## src/rtl/ttl_555_prog.sv

```systemverilog
// 555-timer emulation (astable / monostable) counting ce ticks; outputs are registered, 1-cycle latency.
// No backpressure: ce only gates counting, and trigger edges are sampled every cycle.
module ttl_555_prog #(
    parameter int WIDTH     = 16,
    parameter int RETRIGGER = 0
) (
    input  logic             clk,
    input  logic             reset,
    input  logic             ce,
    input  logic             mode,
    input  logic             trigger,
    input  logic             inhibit,
    input  logic [WIDTH-1:0] high_count,
    input  logic [WIDTH-1:0] low_count,
    output logic             out,
    output logic             busy,
    output logic             phase_end
);

    typedef enum logic [1:0] {
        IDLE = 2'd0,
        HIGH = 2'd1,
        LOW  = 2'd2
    } state_t;

    localparam logic [WIDTH-1:0] ONE = {{(WIDTH-1){1'b0}}, 1'b1};

    state_t           state_q, state_d;
    logic [WIDTH-1:0] cnt_q, cnt_d;
    logic             trig_prev_q, trig_prev_d;
    logic             phase_end_q, phase_end_d;

    logic             trig_edge;
    logic [WIDTH-1:0] hi_load;
    logic [WIDTH-1:0] lo_load;

    always_ff @(posedge clk) begin
        state_q     <= state_d;
        cnt_q       <= cnt_d;
        trig_prev_q <= trig_prev_d;
        phase_end_q <= phase_end_d;
    end

    always_comb begin
        trig_edge   = trigger & ~trig_prev_q;
        // A zero duration still occupies one tick.
        hi_load     = (high_count == '0) ? '0 : high_count - ONE;
        lo_load     = (low_count  == '0) ? '0 : low_count  - ONE;

        state_d     = state_q;
        cnt_d       = cnt_q;
        trig_prev_d = trigger;
        phase_end_d = 1'b0;

        if (reset) begin
            state_d     = IDLE;
            cnt_d       = '0;
            trig_prev_d = 1'b0;
        end else if (inhibit) begin
            state_d = IDLE;
            cnt_d   = '0;
        end else begin
            case (state_q)
                IDLE: begin
                    if (!mode || trig_edge) begin
                        state_d = HIGH;
                        cnt_d   = hi_load;
                    end
                end
                HIGH: begin
                    // A retrigger reload beats a same-cycle terminal exit.
                    if (mode && (RETRIGGER != 0) && trig_edge) begin
                        cnt_d = hi_load;
                    end else if (ce) begin
                        if (cnt_q == '0) begin
                            phase_end_d = 1'b1;
                            if (mode) begin
                                state_d = IDLE;
                                cnt_d   = '0;
                            end else begin
                                state_d = LOW;
                                cnt_d   = lo_load;
                            end
                        end else begin
                            cnt_d = cnt_q - ONE;
                        end
                    end
                end
                LOW: begin
                    if (ce) begin
                        if (cnt_q == '0) begin
                            if (mode) begin
                                state_d = IDLE;
                                cnt_d   = '0;
                            end else begin
                                state_d = HIGH;
                                cnt_d   = hi_load;
                            end
                        end else begin
                            cnt_d = cnt_q - ONE;
                        end
                    end
                end
                default: begin
                    state_d = IDLE;
                    cnt_d   = '0;
                end
            endcase
        end
    end

    assign out       = (state_q == HIGH);
    assign busy      = (state_q == HIGH) || (state_q == LOW);
    assign phase_end = phase_end_q;

endmodule

```

## config.mk

```make
export PLATFORM = sky130hd
export DESIGN_NAME = ttl_555_prog
export DESIGN_NICKNAME = d
export VERILOG_FILES = /design/src/rtl/ttl_555_prog.sv
export SDC_FILE = /design/constraint.sdc
export NUM_CORES = 1
export LEC_CHECK = 0
export CAP_MARGIN = 40
export CORE_AREA = 2 2 87 89
export DETAILED_ROUTE_END_ITERATION = 7
export DIE_AREA = 0 0 89 91
export PLACE_DENSITY = 0.59
export SLEW_MARGIN = 5
export SYNTH_ARGS = -nofsm -noshare
export SYNTH_HDL_FRONTEND = slang
export SYNTH_SLANG_ARGS = --single-unit
```

## constraint.sdc

```tcl
create_clock -name clk -period 5.6 [get_ports clk]
set_input_delay 0.84 -clock clk [delete_from_list [all_inputs] [get_ports clk]]
set_output_delay 0.84 -clock clk [all_outputs]
set_load 0.01 [all_outputs]
```

==> results.ini <==
[status]
outcome=complete, no violations

[timing]
final-hold-violation-count=0
max-slew-margin-rel=0.474
fmax_mhz=299
tightest_slew_ns=0.789
maxSlewViolCount=0
min_period_ns=3.34
finClkSkew_ns=0.00274
final-setup-viol-count=0
hold-worst-slack_ns=0.468
post-route-period-util=0.597
rsz0062_at_grt=no
setup_tns_ns=0

[place]
gp_congestion=0.903
post-dp-hpwl_um=4810
port_buffers=40

[global_routing]
grt_pass1_vias=2059
grt_antenna_before_repair=0
grt_overflow=0
grtUsageTotal=0.152
grt_first_pass_wirelength_um=9820
grt_max_degree=18

[yosys]
yosys.cell_types.count=56
ys_warn_count=0
synth_nets=321
synth_seq_cells=20
synth_top_area_frac=0.192
synthCells=275
avgSynthCellArea_um2=7.57
synthesis.area_mm2=0.00208
async_flop_share=0
synth_area_leader_cell=dfxtp_1
yosys-top-cells-area=dfxtp_1, xor2_1, nand2_1
synth-edff-count=0
synthFlopType=dfxtp_1
synth-seq-area-share=0.192

[setup_path]
rrSetupSlack_ns=2.57
critPathLaunch=high_count[3]
rr_startpoint=state_q[1]
cp_num_cells=7
cp-start-kind=primary input
cp_slowest_cell=nor4_1
crit_fanout=9
crit_end=cnt_q[11]
path_delay_family=simple AND/OR/NAND/NOR gates
criticalPathCategory=in2reg
critPathBufInv=1
reg2reg_depth=8
path_cells=clkdlybuf4s50_1, nor4_1, nand3b_1, nor2_1, or3_1, a2bb2oi_2, o21ai_2
cpPeakStageDelay_ns=0.58
worstPathArrival_ns=3.48
r2r_end=cnt_q[11]
worstPathRequired_ns=5.74
cp-end-kind=flop

[drt]
wire_per_inst_um=14.5
wirelength_um=5940
drcViolationCount=0
drt-pass1-iter-count=4
ant_nets=0
drt_iter0_drc=169
viasPerCell=5.13
vias=2109

[clocking]
cts_sinks=20
clkTransAtPathRegs_ns=0.07
clock_path_buffers=2
h-tree-depth=1
cts_tree=built
clk_latency_ns=0.27
root_buffer=clkbuf_8
cts_buffers=3
ctsHoldBuffers=0
cts_setup_buffers=0
post_cts_resized=0

[floorplan]
die_h_um=91
start_util=0.292
fp-row-count=31
core_mm2=0.00714
io_pins=41
fp.dieArea_mm2=0.00810
die-width_um=89

[power]
ir_worst_vdd_v=0.0000773
leakagePower_nw=0.906
power_density_mw_per_mm2=179

[finish]
drive_gt1_frac=0.103
final.fill_count=774
area_growth_pct=25.5
antenna_cells=0
layout.nets=360

[worst_hold_path]
hp-class=reg2reg

[job]
drv_cap=0

-- sequential cells by signal, indices dropped and copies added, names as in the netlist --
register	cells
phase_end	1
cnt_q	16
state_q	2
trig_prev_q	1
-- tightest hold or removal path, cell delays in order, from the launching register on --
cell,delay (ns)
dfxtp_1,0.33
nand2_1,0.05
o21ai_1,0.05
-- Yosys cell counts (5+ instances only) --
| master | n |
|---|---|
| nand2_1 | 40 |
| nor2_1 | 34 |
| dfxtp_1 | 20 |
| xor2_1 | 18 |
| nor3_1 | 16 |
| xnor2_1 | 14 |
| a21oi_1 | 9 |
| inv_1 | 9 |
| ha_1 | 8 |
| o221ai_2 | 8 |
| nor4_1 | 7 |
| o21ai_0 | 7 |
| or3_1 | 7 |
| a21oi_2 | 6 |
| nand3_1 | 5 |
| nor2b_1 | 5 |
| o21ai_1 | 5 |
-- per-stage QoR --
step	power (mW)	util	std cells	worst slack (ns)	cell area, µm²
2_1_floorplan	0.302	-	275	2.85	2080
3_3_place_gp	0.369	0.358	406	2.07	2560
3_5_place_dp	0.371	0.360	408	1.96	2570
4_1_cts	0.469	0.366	411	2.25	2610
5_1_grt	0.498	0.366	411	2.03	2610
6_report	0.469	0.366	411	2.26	2610
-- metal layers --
layer	part of all wire	vias to the layer above	GRT usage
met3	0.055	7	0.0191
met1	0.46	973	0.202
li1	-	1074	-
met5	0	-	0
met2	0.47	55	0.250
met4	0.018	0	0.0535
-- power by group --
part / total [mW] / switching (mW) / internal (mW)
logic: 0.205 / 0.112 / 0.0932
clock network: 0.0993 / 0.0512 / 0.0482
registers: 0.164 / 0.0123 / 0.152
total: 0.469 / 0.176 / 0.293
-- final cells by class --
class                           count  area (µm²)  area share
Inverter                            9        33.8      0.0129
Timing Repair Buffer               42         415       0.159
Multi-Input combinational cell    238        1600       0.612
Clock buffer                        3        41.3      0.0158
Sequential cell                    20         400       0.153
Tap cell                           99         124      0.0474
-- cell usage in the layout, fill, tap and decap left out, drive strengths merged, types with 2 or more instances in the layout --
cell type / netlist / layout
buf: 5 / 2
dfxtp: 20 / 20
a22oi: 2 / 2
xnor2: 14 / 14
nor2b: 5 / 5
o221ai: 9 / 9
nor3b: 2 / 2
and2: 2 / 2
nor4: 9 / 9
nand4b: 2 / 2
or2: 2 / 2
clkbuf: 3 / 3
nor3: 16 / 16
a2bb2oi: 3 / 3
o22ai: 2 / 2
nor2: 34 / 34
clkdlybuf4s50: 0 / 40
mux2: 3 / 3
o211ai: 2 / 2
nand3b: 3 / 3
ha: 8 / 8
nor4b: 2 / 2
or4: 2 / 2
inv: 9 / 9
xor2: 18 / 18
a21oi: 15 / 15
or3: 7 / 7
nand2: 40 / 40
nand4: 3 / 3
nand3: 5 / 5
o21ai: 14 / 14
-- cell families (layout without fill, tap and decap cells) --
logic type	after synthesis	count (layout)	share of synthesized area
adders and majority gates	8	8	0.0481
DFF	20	20	0.192
xor gates and xnor gates	32	32	0.135
buffers and inverters	17	54	0.0403
AOI/OAI and AO/OA	58	58	0.233
and+or+nand+nor	137	137	0.336
muxes	3	3	0.0162
-- worst min path at each step --
stage | startpoint | endpoint | slack (ns) | cells after the start
final | cnt_q[1] | cnt_q[1] | 0.47 | 2
after global routing | cnt_q[1] | cnt_q[1] | 0.50 | 2
after CTS | cnt_q[1] | cnt_q[1] | 0.47 | 2
after detailed placement | cnt_q[1] | cnt_q[1] | 0.46 | 2
after global placement | cnt_q[1] | cnt_q[1] | 0.46 | 2
after floorplan | cnt_q[1] | cnt_q[1] | 0.44 | 2
(Power assumes the default switching activity.)
